$ cat config.mk
export PLATFORM = sky130hd
export DESIGN_NAME = sram_fifo_ctrl_flat
export DESIGN_NICKNAME = d
export VERILOG_FILES = /design/src/rtl/sram_fifo_ctrl_pkg.sv /design/src/rtl/sram_fifo_ctrl_if.sv /design/src/rtl/sram_fifo_outbuf.sv /design/src/rtl/sram_fifo_ctrl.sv /design/src/flat_wrapper.sv
export SDC_FILE = /design/constraint.sdc
export NUM_CORES = 1
export LEC_CHECK = 0
export ABC_AREA = 1
export CAP_MARGIN = 15
export CORE_AREA = 2 2 62 108
export DETAILED_ROUTE_END_ITERATION = 10
export DIE_AREA = 0 0 64 110
export PLACE_DENSITY = 0.75
export SYNTH_ARGS = -nofsm -noshare
export SYNTH_HDL_FRONTEND = slang
export SYNTH_SLANG_ARGS = --single-unit
$ cat constraint.sdc
create_clock -name clk -period 4.1 [get_ports clk]
set_clock_uncertainty 0.1 [all_clocks]
set_input_delay 1.025 -clock clk [delete_from_list [all_inputs] [get_ports clk]]
set_output_delay 1.025 -clock clk [all_outputs]
set_load 0.02 [all_outputs]
$ cat src/rtl/sram_fifo_ctrl_pkg.sv
// Shared constants for the SRAM-backed FIFO controller.
package sram_fifo_ctrl_pkg;

    // Output buffer holds up to two items, enough to cover the 1-cycle SRAM read.
    localparam int OB_ENTRIES = 2;
    // Width of the output buffer occupancy count (0..OB_ENTRIES).
    localparam int OB_CNT_W   = 2;

endpackage

$ cat src/rtl/sram_fifo_ctrl_if.sv
// Client handshake and SRAM port bundle for sram_fifo_ctrl.
// slave: the controller. master: the surrounding logic (clients + SRAM macro).
interface sram_fifo_ctrl_if #(
    parameter int WIDTH    = 8,
    parameter int LG_DEPTH = 6
) ();

    logic                  io_enq_valid;
    logic                  io_enq_ready;
    logic [WIDTH-1:0]      io_enq_bits;
    logic                  io_deq_valid;
    logic                  io_deq_ready;
    logic [WIDTH-1:0]      io_deq_bits;
    logic [LG_DEPTH+1:0]   io_count;
    logic [WIDTH-1:0]      io_sram_dinW;
    logic [LG_DEPTH-1:0]   io_sram_addrW;
    logic                  io_sram_weW;
    logic [LG_DEPTH-1:0]   io_sram_addrR;
    logic [WIDTH-1:0]      io_sram_doutR;

    modport slave (
        input  io_enq_valid, io_enq_bits, io_deq_ready, io_sram_doutR,
        output io_enq_ready, io_deq_valid, io_deq_bits, io_count,
               io_sram_dinW, io_sram_addrW, io_sram_weW, io_sram_addrR
    );

    modport master (
        output io_enq_valid, io_enq_bits, io_deq_ready, io_sram_doutR,
        input  io_enq_ready, io_deq_valid, io_deq_bits, io_count,
               io_sram_dinW, io_sram_addrW, io_sram_weW, io_sram_addrR
    );

endinterface

$ cat src/rtl/sram_fifo_outbuf.sv
// Two-entry output buffer: absorbs SRAM read data and presents it as a
// valid/ready stream. Entry 0 is always the head; a pop shifts entry 1 down.
module sram_fifo_outbuf
    import sram_fifo_ctrl_pkg::*;
#(
    parameter int WIDTH = 8
) (
    input  logic                clk,
    input  logic                reset,
    input  logic                push_valid,
    input  logic [WIDTH-1:0]    push_data,
    output logic                pop_valid,
    input  logic                pop_ready,
    output logic [WIDTH-1:0]    pop_data,
    output logic [OB_CNT_W-1:0] ocount
);

    logic [WIDTH-1:0]    data0_q, data0_d;
    logic [WIDTH-1:0]    data1_q, data1_d;
    logic [OB_CNT_W-1:0] ocount_q, ocount_d;
    logic [OB_CNT_W-1:0] base;
    logic                pop;

    assign pop       = pop_ready && (ocount_q != '0);
    assign pop_valid = (ocount_q != '0);
    assign pop_data  = data0_q;
    assign ocount    = ocount_q;

    // Pop first (shift down), then place a push into the first free slot.
    // Handles push+pop at occupancy 1 by writing the new item straight to the head.
    always_comb begin
        data0_d  = data0_q;
        data1_d  = data1_q;
        base     = ocount_q;
        if (pop) begin
            data0_d = data1_q;
            base    = ocount_q - 2'd1;
        end
        if (push_valid) begin
            if (base == '0) begin
                data0_d = push_data;
            end else begin
                data1_d = push_data;
            end
        end
        ocount_d = base + {1'b0, push_valid};
    end

    // Buffer storage and occupancy.
    always_ff @(posedge clk or posedge reset) begin
        if (reset) begin
            data0_q  <= '0;
            data1_q  <= '0;
            ocount_q <= '0;
        end else begin
            data0_q  <= data0_d;
            data1_q  <= data1_d;
            ocount_q <= ocount_d;
        end
    end

endmodule

$ cat src/rtl/sram_fifo_ctrl.sv
// FIFO controller around an external 1R1W SRAM with 1-cycle registered read.
// Writes go straight to the SRAM; reads are issued early enough that the
// output buffer never starves, giving 1 item/cycle on both sides.
module sram_fifo_ctrl
    import sram_fifo_ctrl_pkg::*;
#(
    parameter int WIDTH    = 8,
    parameter int DEPTH    = 64,
    parameter int LG_DEPTH = 6
) (
    input  logic             clk,
    input  logic             reset,
    sram_fifo_ctrl_if.slave  bus
);

    localparam int                  CNT_W   = LG_DEPTH + 1;
    localparam logic [LG_DEPTH-1:0] PTR_ONE = {{(LG_DEPTH-1){1'b0}}, 1'b1};

    logic [LG_DEPTH-1:0] wptr_q, wptr_d;
    logic [LG_DEPTH-1:0] rptr_q, rptr_d;
    logic [CNT_W-1:0]    scount_q, scount_d;
    logic                inflight_q, inflight_d;

    logic                enq_ready;
    logic                enq_fire;
    logic                deq_valid;
    logic                deq_fire;
    logic                rd;
    logic [OB_CNT_W-1:0] ocount;
    logic [OB_CNT_W-1:0] occ_after;

    // Full is judged from registered SRAM occupancy only; a same-cycle read
    // does not free space until the next cycle.
    assign enq_ready = (scount_q < CNT_W'(DEPTH));
    assign enq_fire  = bus.io_enq_valid && enq_ready;
    assign deq_fire  = deq_valid && bus.io_deq_ready;

    // Output buffer slots still claimed after this cycle's pop; an in-flight
    // read already owns one of them.
    assign occ_after = ocount + {1'b0, inflight_q} - {1'b0, deq_fire};
    assign rd        = (scount_q != '0) && (occ_after < OB_CNT_W'(OB_ENTRIES));

    assign bus.io_enq_ready  = enq_ready;
    assign bus.io_sram_weW   = enq_fire;
    assign bus.io_sram_addrW = wptr_q;
    assign bus.io_sram_dinW  = bus.io_enq_bits;
    assign bus.io_sram_addrR = rptr_q;
    assign bus.io_deq_valid  = deq_valid;
    assign bus.io_count      = {1'b0, scount_q}
                             + {{CNT_W{1'b0}}, inflight_q}
                             + {{LG_DEPTH{1'b0}}, ocount};

    // Pointer, SRAM occupancy and in-flight read bookkeeping.
    always_comb begin
        wptr_d     = wptr_q;
        rptr_d     = rptr_q;
        scount_d   = scount_q + {{LG_DEPTH{1'b0}}, enq_fire} - {{LG_DEPTH{1'b0}}, rd};
        inflight_d = rd;
        if (enq_fire) begin
            wptr_d = wptr_q + PTR_ONE;
        end
        if (rd) begin
            rptr_d = rptr_q + PTR_ONE;
        end
    end

    // Controller state registers.
    always_ff @(posedge clk or posedge reset) begin
        if (reset) begin
            wptr_q     <= '0;
            rptr_q     <= '0;
            scount_q   <= '0;
            inflight_q <= 1'b0;
        end else begin
            wptr_q     <= wptr_d;
            rptr_q     <= rptr_d;
            scount_q   <= scount_d;
            inflight_q <= inflight_d;
        end
    end

    sram_fifo_outbuf #(
        .WIDTH (WIDTH)
    ) u_outbuf (
        .clk        (clk),
        .reset      (reset),
        .push_valid (inflight_q),
        .push_data  (bus.io_sram_doutR),
        .pop_valid  (deq_valid),
        .pop_ready  (bus.io_deq_ready),
        .pop_data   (bus.io_deq_bits),
        .ocount     (ocount)
    );

endmodule
$ cat src/flat_wrapper.sv
// flat-port wrapper written by rule: the top's interface ports become plain ports
module sram_fifo_ctrl_flat import sram_fifo_ctrl_pkg::*;
#(
    parameter int WIDTH    = 8,
    parameter int DEPTH    = 64,
    parameter int LG_DEPTH = 6
)
  (clk, reset, bus_io_enq_valid, bus_io_enq_bits, bus_io_deq_ready, bus_io_sram_doutR, bus_io_enq_ready, bus_io_deq_valid, bus_io_deq_bits, bus_io_count, bus_io_sram_dinW, bus_io_sram_addrW, bus_io_sram_weW, bus_io_sram_addrR);
  sram_fifo_ctrl_if #(.WIDTH(WIDTH), .LG_DEPTH(LG_DEPTH)) bus_i ();
  input  logic clk;
  input  logic reset;
  input wire logic [$bits(bus_i.io_enq_valid)-1:0] bus_io_enq_valid;
  input wire logic [$bits(bus_i.io_enq_bits)-1:0] bus_io_enq_bits;
  input wire logic [$bits(bus_i.io_deq_ready)-1:0] bus_io_deq_ready;
  input wire logic [$bits(bus_i.io_sram_doutR)-1:0] bus_io_sram_doutR;
  output wire logic [$bits(bus_i.io_enq_ready)-1:0] bus_io_enq_ready;
  output wire logic [$bits(bus_i.io_deq_valid)-1:0] bus_io_deq_valid;
  output wire logic [$bits(bus_i.io_deq_bits)-1:0] bus_io_deq_bits;
  output wire logic [$bits(bus_i.io_count)-1:0] bus_io_count;
  output wire logic [$bits(bus_i.io_sram_dinW)-1:0] bus_io_sram_dinW;
  output wire logic [$bits(bus_i.io_sram_addrW)-1:0] bus_io_sram_addrW;
  output wire logic [$bits(bus_i.io_sram_weW)-1:0] bus_io_sram_weW;
  output wire logic [$bits(bus_i.io_sram_addrR)-1:0] bus_io_sram_addrR;
  assign bus_i.io_enq_valid = bus_io_enq_valid;
  assign bus_i.io_enq_bits = bus_io_enq_bits;
  assign bus_i.io_deq_ready = bus_io_deq_ready;
  assign bus_i.io_sram_doutR = bus_io_sram_doutR;
  assign bus_io_enq_ready = bus_i.io_enq_ready;
  assign bus_io_deq_valid = bus_i.io_deq_valid;
  assign bus_io_deq_bits = bus_i.io_deq_bits;
  assign bus_io_count = bus_i.io_count;
  assign bus_io_sram_dinW = bus_i.io_sram_dinW;
  assign bus_io_sram_addrW = bus_i.io_sram_addrW;
  assign bus_io_sram_weW = bus_i.io_sram_weW;
  assign bus_io_sram_addrR = bus_i.io_sram_addrR;
  sram_fifo_ctrl #(.WIDTH(WIDTH), .DEPTH(DEPTH), .LG_DEPTH(LG_DEPTH)) u_core (.clk(clk), .reset(reset), .bus(bus_i));
endmodule
==> reports/qor.txt <==
Area share of the largest cell type after synthesis = 39.8%
Worst setup path startpoint = u_core.u_outbuf.ocount[0]
CP max FO = 4
Die area = 7040 um^2
Flop pwr share = 25.5%
Fin nets = 371
Core region area = 6130 um^2
ANT cells = 0
Status = completed
Final setup viols = 0
Yosys reg bits = 38
Die width = 64 um
Final min period = 3.66 ns
Worst-skew pair later-pin latency = 0.30 ns
Hold Slack = 0.373 ns
Max_cap viols = 0
# clock sinks = 38
Comb pwr share = 65.2%
Routed Antenna Nets = 0
Routed WL = 5170 um
GRT Util Overall = 16.2%
Switching power of the nets = 1.43 mW
Clock-pin slew on the worst setup and hold paths = 0.07 ns
Crit share post-route = 89.2%
Worst VDD drop = 0.452 mV
Root Buffer = clkbuf_8
DR DRC count = 0
GR Overflow Total = 0
Max Root-Sink Buffers = 2
FILL cells = 582
Htree depth = 2
Final Wtd Congestion = 0.814
Sequential area share after synthesis = 39.8%
Yosys warns = 0
Commonest non-fill, non-tap cell in the layout = nand2_1
Largest net degree at the start of global routing = 39
Antenna violations before repair = 0
Switching portion of total power = 48.9%
Hold Path Stages = 2
Max-slew violation count = 0
Sequential Area = 951 um^2
Syn_area_per_cell = 8.24 um^2
Area grow syn2layout = 21.7%
P_leak = 1.51 nW
Synthesized instance count = 290
Ports = 59
Syn_nets = 332
Startpoint types = flop
Layout cell share with drive strength beyond 1 = 7.27%
PortBufs = 42
Post-synth top area cell = dfrtp_1
Post-detail-place hpwl = 3910 um
Number of library cell types mapped by synthesis = 22
Max Freq = 274 MHz
Initial core utilization = 39.0%
Initial DRC count = 119
Critical R2R Launch = u_core.u_outbuf.ocount[0]
Fin. Hold Viols = 0
Via count = 1966
Synth top area cells = dfrtp_1 (40%), nand2_1 (17%), ha_1 (9.9%)
Hold_buf cts = 0
Post-CTS Setup Inserts = 0
Row cnt = 38
Sum Neg Setup Slack = 0 ns
Clock buffer count from CTS = 5
Worst Path Arrival = 2.53 ns
P_int = 1.50 mW
Slew @ Worst Pin = 0.505 ns
Clock share of power = 9.4%
Multi-input logic area = 1190 um^2
First-pass GRT wire length = 8880 um
Mapped cell area = 2390 um^2
Critical path class = flop to primary output
Vias per cell = 4.80
Post-CTS Resized = 0
CP endpoint kind = primary output
Commonest non-fill, non-tap cells in the layout = nand2_1 (107), clkdlybuf4s50_1 (42), dfrtp_1 (38)
Pwr per Cell Area = 1010 nW/um^2
DR WL/cell = 12.6 um
CTS tree = built
Worst EP required = 2.97 ns
Worst r2r path cells = 16
DIE HEIGHT = 110 um
Hold Path Origin = u_core.u_outbuf.data1_q[6]
Slew HR = 66.3%
Setup repair after global routing missed its margin = no
Hold Crit Class = flop to flop
Vias in the first global route = 2014
First-pass iteration count of the detailed router = 4
[logic make-up (layout without fill, tap and decap cells)]
logic type                 count (synthesis)  after routing  share of synthesized area (%)
AOI/OAI and AO/OA                          5              5                           1.05
xor gates and xnor gates                  16             16                           5.86
adders and majority gates                 22             22                           12.5
buffers and inverters                     48             88                           10.4
DFF                                       38             38                           39.8
and+or+nand+nor                          161            161                           30.5
[routing by layer]
metal	GRT usage [%]	up-vias	wire length, um
met5	0	-	0
met4	7.30	0	112
met3	3.15	8	191
met2	31.1	34	2910
met1	16.5	950	1950
li1	-	974	-
[critical path, stage by stage, from the launching register on]
cell,delay [ns]
dfrtp_1,0.42
inv_1,0.20
fa_1,0.21
inv_1,0.06
fa_1,0.43
nand3_1,0.13
xor2_1,0.16
clkdlybuf4s50_1,0.63
[cell type report]
type | count | share of cell area (%)
multi-input cells | 204 | 41.0
flip-flops and latches | 38 | 32.7
repair buffers | 45 | 15.2
inverters | 35 | 4.52
well taps | 80 | 3.44
clock buffers | 7 | 2.97
clock inverters | 1 | 0.172
[synthesized netlist by cell type]
master and instances:
a21oi_1 4, buf_4 8, buf_6 3, buf_8 1
clkbuf_4 1, dfrtp_1 38, fa_1 3, ha_1 19
inv_1 31, inv_2 4, nand2_1 107, nand2_2 3
nand2_4 4, nand3_1 23, nand3_4 1, nand4_1 12
nor2_1 9, nor2_4 1, nor3_2 1, o21ai_0 1
xnor2_1 4, xor2_1 12
[state kept, by name, indices dropped and copies added, names as in the netlist]
name	flops
u_core.inflight_q	1
u_core.u_outbuf.ocount	2
u_core.scount_q	7
u_core.bus.io_sram_addrR	6
u_core.u_outbuf.pop_data	8
u_core.bus.io_sram_addrW	6
u_core.u_outbuf.data1_q	8
[worst paths after layout]
kind / to / slack [ns]
max reg2reg: u_core.scount_q[4] / 0.87
min in group asynchronous: u_core.scount_q[0] / 1.05
min reg2reg: u_core.u_outbuf.data1_q[6] / 0.37
min: u_core.u_outbuf.data1_q[6] / 0.37
max: bus_io_count[6] / 0.44
max in group asynchronous: u_core.u_outbuf.pop_data[7] / 2.51
[power groups by stage]
stage	clock network [mW]	logic [mW]	registers [mW]
2_1_floorplan	0	1.23	0.825
3_3_place_gp	0	1.87	0.743
3_5_place_dp	0	1.91	0.753
4_1_cts	0.281	1.93	0.746
5_1_grt	0.293	2.14	0.776
6_report	0.275	1.91	0.746
[per-stage QoR]
| step | power, mW | cells | instance area (um^2) | util, % | setup WS (ns) |
|---|---|---|---|---|---|
| 6_report | 2.93 | 410 | 2910 | 47.4 | 0.444 |
| 5_1_grt | 3.21 | 410 | 2910 | 47.4 | 0.251 |
| 4_1_cts | 2.96 | 410 | 2910 | 47.4 | 0.410 |
| 3_5_place_dp | 2.67 | 402 | 2820 | 45.9 | 0.157 |
| 3_3_place_gp | 2.61 | 402 | 2820 | 45.9 | 0.289 |
| 2_1_floorplan | 2.06 | 290 | 2390 | - | 0.806 |
No activity file was read; power rests on OpenSTA's default activity.
==> RTL edit 1: new RTL, config.mk and constraints unchanged <==
Register the output `bus.io_count`; this adds one clock of latency there.
--- a/src/rtl/sram_fifo_ctrl.sv
+++ b/src/rtl/sram_fifo_ctrl.sv
@@ -46,9 +46,9 @@
     assign bus.io_sram_dinW  = bus.io_enq_bits;
     assign bus.io_sram_addrR = rptr_q;
     assign bus.io_deq_valid  = deq_valid;
-    assign bus.io_count      = {1'b0, scount_q}
-                             + {{CNT_W{1'b0}}, inflight_q}
-                             + {{LG_DEPTH{1'b0}}, ocount};
+    always_ff @(posedge clk) begin
+        bus.io_count <= {1'b0, scount_q} + {{CNT_W{1'b0}}, inflight_q} + {{LG_DEPTH{1'b0}}, ocount};
+    end
 
     // Pointer, SRAM occupancy and in-flight read bookkeeping.
     always_comb begin
Check against the original RTL: not equivalent (a bounded check fails within 4 cycles, from zero or initial values and one cycle with reset high).
==> RTL edit 1 against the original RTL <==
- global-route usage decreased by 0.12 points
- power decreased by 1.9%
- sequential cell count increased by 8
- fmax increased by 2.9%
- final area increased by 5.4%
- setup slack improved by 0.10 ns
- wire length decreased by 2.4%
- area after synthesis increased by 6.6%
- die area unchanged
- largest cell class unchanged
==> RTL edit 1: results (changes against the original RTL) <==
* Buffer depth of the longest clock path at 2 (unchanged)
* Adder-Cell Fraction of Synth Area at 11.69% (-0.77 points)
* Synth Area in Compound Gates at 0.9823% (-0.065 points)
* CP max stage delay at 0.52 ns (-0.11 ns)
* Logic power comb at 1.72 mW (-9.9%)
* Leakage at 1.572 nW (+4.1%)
* Peak supply drop at 372.0 uV (-18%)
* Synth top area cells: dfrtp_1, nand2_1, ha_1
* Clock group at 0.287 mW (+4%)
* Crit path to: u_core.scount_q[6]$_DFF_PP0_
* Nets at 378 (+1.9%)
* Placed Area at 2974 um^2 (+5.6%)
* Status: complete, no violations
* Largest family of logic cells by synthesized area: simple AND/OR/NAND/NOR gates
* Vias per inst at 4.743 (-1.1%)
* Met1 usage at 15.85% (-0.62 points)
* Detailed Route Iter0 Violations at 96 (-19%)
* R2r setup slk at 0.95 ns (+0.08 ns)
* Xor and xnor fraction of the mapped netlist area at 5.501% (-0.36 points)
* Hold Path End: u_core.u_outbuf.data1_q[3]$_DFFE_PP0P_
* Netlist cell types at 23 (+4.5%)
* Mux contribution to synthesized area at 0% (unchanged)
* Sequential-to-total area share from yosys stat at 43.61% (+3.8 points)
* Post-Place Worst Slack at 0.2261 ns (+0.06948 ns)
* GR met3 Demand/Resource at 2.640% (-0.51 points)
* Reg2Reg Depth at 18 (+2)
* First-pass GRT wire length at 8.811 mm (-0.78%)
* Largest net degree at the start of global routing at 39 (unchanged)
* Layout cells sized above 1 at 6.825% (-0.45 points)
* IO Port Bufs at 42 (unchanged)
* Post-DP HPWL at 3.935 mm (+0.65%)
* Avg WL per Cell at 12.10 um (-4.0%)
* Sw power at 1.341 mW (-6.5%)
* Max Clk Rate at 281.5 MHz (+2.9%)
* Layout Cells excl Fill at 417 (+1.7%)
* Min-delay src: u_core.u_outbuf.data1_q[3]$_DFFE_PP0P_
* Asr flop ratio synth at 82.61% (-17 points)
* Slew HR at 67.30% (+0.96 points)
* GP Congestion at 0.7977 (-2.0%)
* Critical path startpoint: bus_io_deq_ready
* Final hold slack at 0.3804 ns (+0.007216 ns)
* Clock slew at reported path FFs at 0.09 ns (+0.02 ns)
* Met2 Usage GRT at 31.18% (+0.074 points)
* CP max FO at 9 (+5)
* Clk_lat worst skew at 0.30 ns (about the same)
* Synth Instances at 297 (+2.4%)
* Syn nets at 339 (+2.1%)
* Post-synth top cells: nand2_1, dfrtp_1, inv_1
* Yosys warning total at 0 (unchanged)
* Worst path slowest cell: clkdlybuf4s50_1
* Total GRT Usage at 16.03% (-0.12 points)
* Combinational share of power at 59.7% (-5.5 points)
* Vias in the first global route at 2049 (+1.7%)
* R2r startpoint: u_core.u_outbuf.ocount[0]$_DFF_PP0_
* Placed cell count at 409 (+1.7%)
[RTL edit 1: cell types whose count changed after synthesis]
cell / unedited run / this run
nand3_1: 23 / 22
dfxtp_1: 0 / 8
nor2_1: 9 / 8
xor2_1: 12 / 11
nand2_1: 107 / 108
xnor2_1: 4 / 5
inv_2: 4 / 3
nand4_1: 12 / 13
[RTL edit 1: worst max-delay path, delay by kind of cell]
kind,cells,cell delay [ns]
adder cells (fa/ha/maj),4,1.17
buffers and inverters,3,0.70
AND/OR/NAND/NOR,9,0.74
[RTL edit 1: area by class of cell]
type	count	area, um^2
Clock buffer	7	86.33
Clock inverter	1	5.005
Tap cell	80	100.1
Sequential cell	46	1111
Timing Repair Buffer	45	442.9
Inverter	34	127.6
Multi-Input combinational cell	204	1192
Fill cell	564	3068
[RTL edit 1: layer usage]
layer	wire (um)	up-vias
met5	0	-
met4	124	0
met3	168	9
met2	2866	47
met1	1884	925
li1	-	997
==> RTL edit 2: new RTL, same settings <==
Without the edit above. `LG_DEPTH` is set to 6 in 3 places; all go to 5.
--- a/src/rtl/sram_fifo_ctrl_if.sv
+++ b/src/rtl/sram_fifo_ctrl_if.sv
@@ -2,7 +2,7 @@
 // slave: the controller. master: the surrounding logic (clients + SRAM macro).
 interface sram_fifo_ctrl_if #(
     parameter int WIDTH    = 8,
-    parameter int LG_DEPTH = 6
+    parameter int LG_DEPTH = 5
 ) ();
 
     logic                  io_enq_valid;
--- a/src/rtl/sram_fifo_ctrl.sv
+++ b/src/rtl/sram_fifo_ctrl.sv
@@ -6,7 +6,7 @@
 #(
     parameter int WIDTH    = 8,
     parameter int DEPTH    = 64,
-    parameter int LG_DEPTH = 6
+    parameter int LG_DEPTH = 5
 ) (
     input  logic             clk,
     input  logic             reset,
--- a/src/flat_wrapper.sv
+++ b/src/flat_wrapper.sv
@@ -3,7 +3,7 @@
 #(
     parameter int WIDTH    = 8,
     parameter int DEPTH    = 64,
-    parameter int LG_DEPTH = 6
+    parameter int LG_DEPTH = 5
 )
   (clk, reset, bus_io_enq_valid, bus_io_enq_bits, bus_io_deq_ready, bus_io_sram_doutR, bus_io_enq_ready, bus_io_deq_valid, bus_io_deq_bits, bus_io_count, bus_io_sram_dinW, bus_io_sram_addrW, bus_io_sram_weW, bus_io_sram_addrR);
   sram_fifo_ctrl_if #(.WIDTH(WIDTH), .LG_DEPTH(LG_DEPTH)) bus_i ();
Ports: changed (resized bus_io_count, bus_io_sram_addrR and bus_io_sram_addrW); port bits go from 59 to 56. The function was not compared with the original's and may differ.
==> RTL edit 2 against the original RTL <==
- wire length shrank 28%
- final area shrank 23%
- area after synthesis shrank 23%
- first-iteration DRC count shrank 39%
- count of clock-buffer cells in the layout is the same
- sequential cell count shrank 8
- setup slack lost 0.18 ns
- power shrank 29%
- hold slack gained 0.0033 ns
- critical path type unchanged
- critical endpoint is now bus_io_count[4]
- largest cell class unchanged
==> RTL edit 2: results (changes against the original RTL) <==
* Status: complete, no violations
* Reg2Reg Depth at 17 (+1)
* Synth Area in Compound Gates at 0.4068% (-0.64 points)
* Xor and xnor fraction of the mapped netlist area at 4.746% (-1.1 points)
* Sequential-to-total area share from yosys stat at 40.68% (+0.89 points)
* Hold Path End: u_core.u_outbuf.data1_q[4]$_DFFE_PP0P_
* Crit path to: bus_io_count[4]
* Post-Place Worst Slack at 0.5367 ns (+0.3800 ns)
* CP max FO at 3 (-1)
* Netlist cell types at 25 (+14%)
* IO Port Bufs at 31 (-26%)
* Max Clk Rate at 260.9 MHz (-4.6%)
* Leakage at 1.162 nW (-23%)
* Placed Area at 2135 um^2 (-24%)
* Post-DP HPWL at 2.823 mm (-28%)
* Delay-heaviest family, CP: adder cells
* Avg WL per Cell at 11.23 um (-11%)
* Met1 usage at 11.38% (-5.1 points)
* Synth top area cells: dfrtp_1, nand2_1, buf_4
* Detailed Route Iter0 Violations at 73 (-39%)
* Post-synth top cells: nand2_1, dfrtp_1, inv_1
* Placed cell count at 323 (-20%)
* GP Congestion at 0.7763 (-4.7%)
* Met2 Usage GRT at 22.92% (-8.2 points)
* R2r setup slk at 1.44 ns (+0.57 ns)
* Vias in the first global route at 1458 (-28%)
* Peak supply drop at 303.4 uV (-33%)
* Fillers at 625 (+7.4%)
* Total Wirelength at 3.717 mm (-28%)
* First-pass GRT wire length at 6.403 mm (-28%)
* Largest net degree at the start of global routing at 31 (-21%)
* Adder-Cell Fraction of Synth Area at 7.593% (-4.9 points)
* Layout cells sized above 1 at 9.163% (+1.9 points)
* Vias post-DR at 1438 (-27%)
* Min-delay src: u_core.u_outbuf.data1_q[4]$_DFFE_PP0P_
* Final hold slack at 0.3765 ns (+0.003303 ns)
RTL edit 2: cell count changes after synthesis, moves of 6 or more:
cell     delta
buf_4       +7
dfrtp_1     -8
nor2_1      -6
nand2_1    -24
inv_1      -10
ha_1       -11
RTL edit 2: layer usage:
metal	part of all wire [%]	vias up
met5	0	-
met4	1.2	0
met3	5.2	4
met2	56	39
met1	37	670
li1	-	725
RTL edit 2: power breakdown:
| group | switching (mW) | total (mW) | internal [mW] |
|---|---|---|---|
| clock network | 0.107 | 0.242 | 0.135 |
| logic | 0.762 | 1.29 | 0.529 |
| registers | 0.109 | 0.553 | 0.444 |
| total | 0.977 | 2.09 | 1.11 |
RTL edit 2: final cells by class:
class	instances	share of cell area, %
multi-input cells	154	38.34
flip-flops and latches	30	33.73
repair buffers	35	15.29
well taps	80	4.497
inverters	24	4.047
clock buffers	7	3.879
clock inverters	1	0.2248
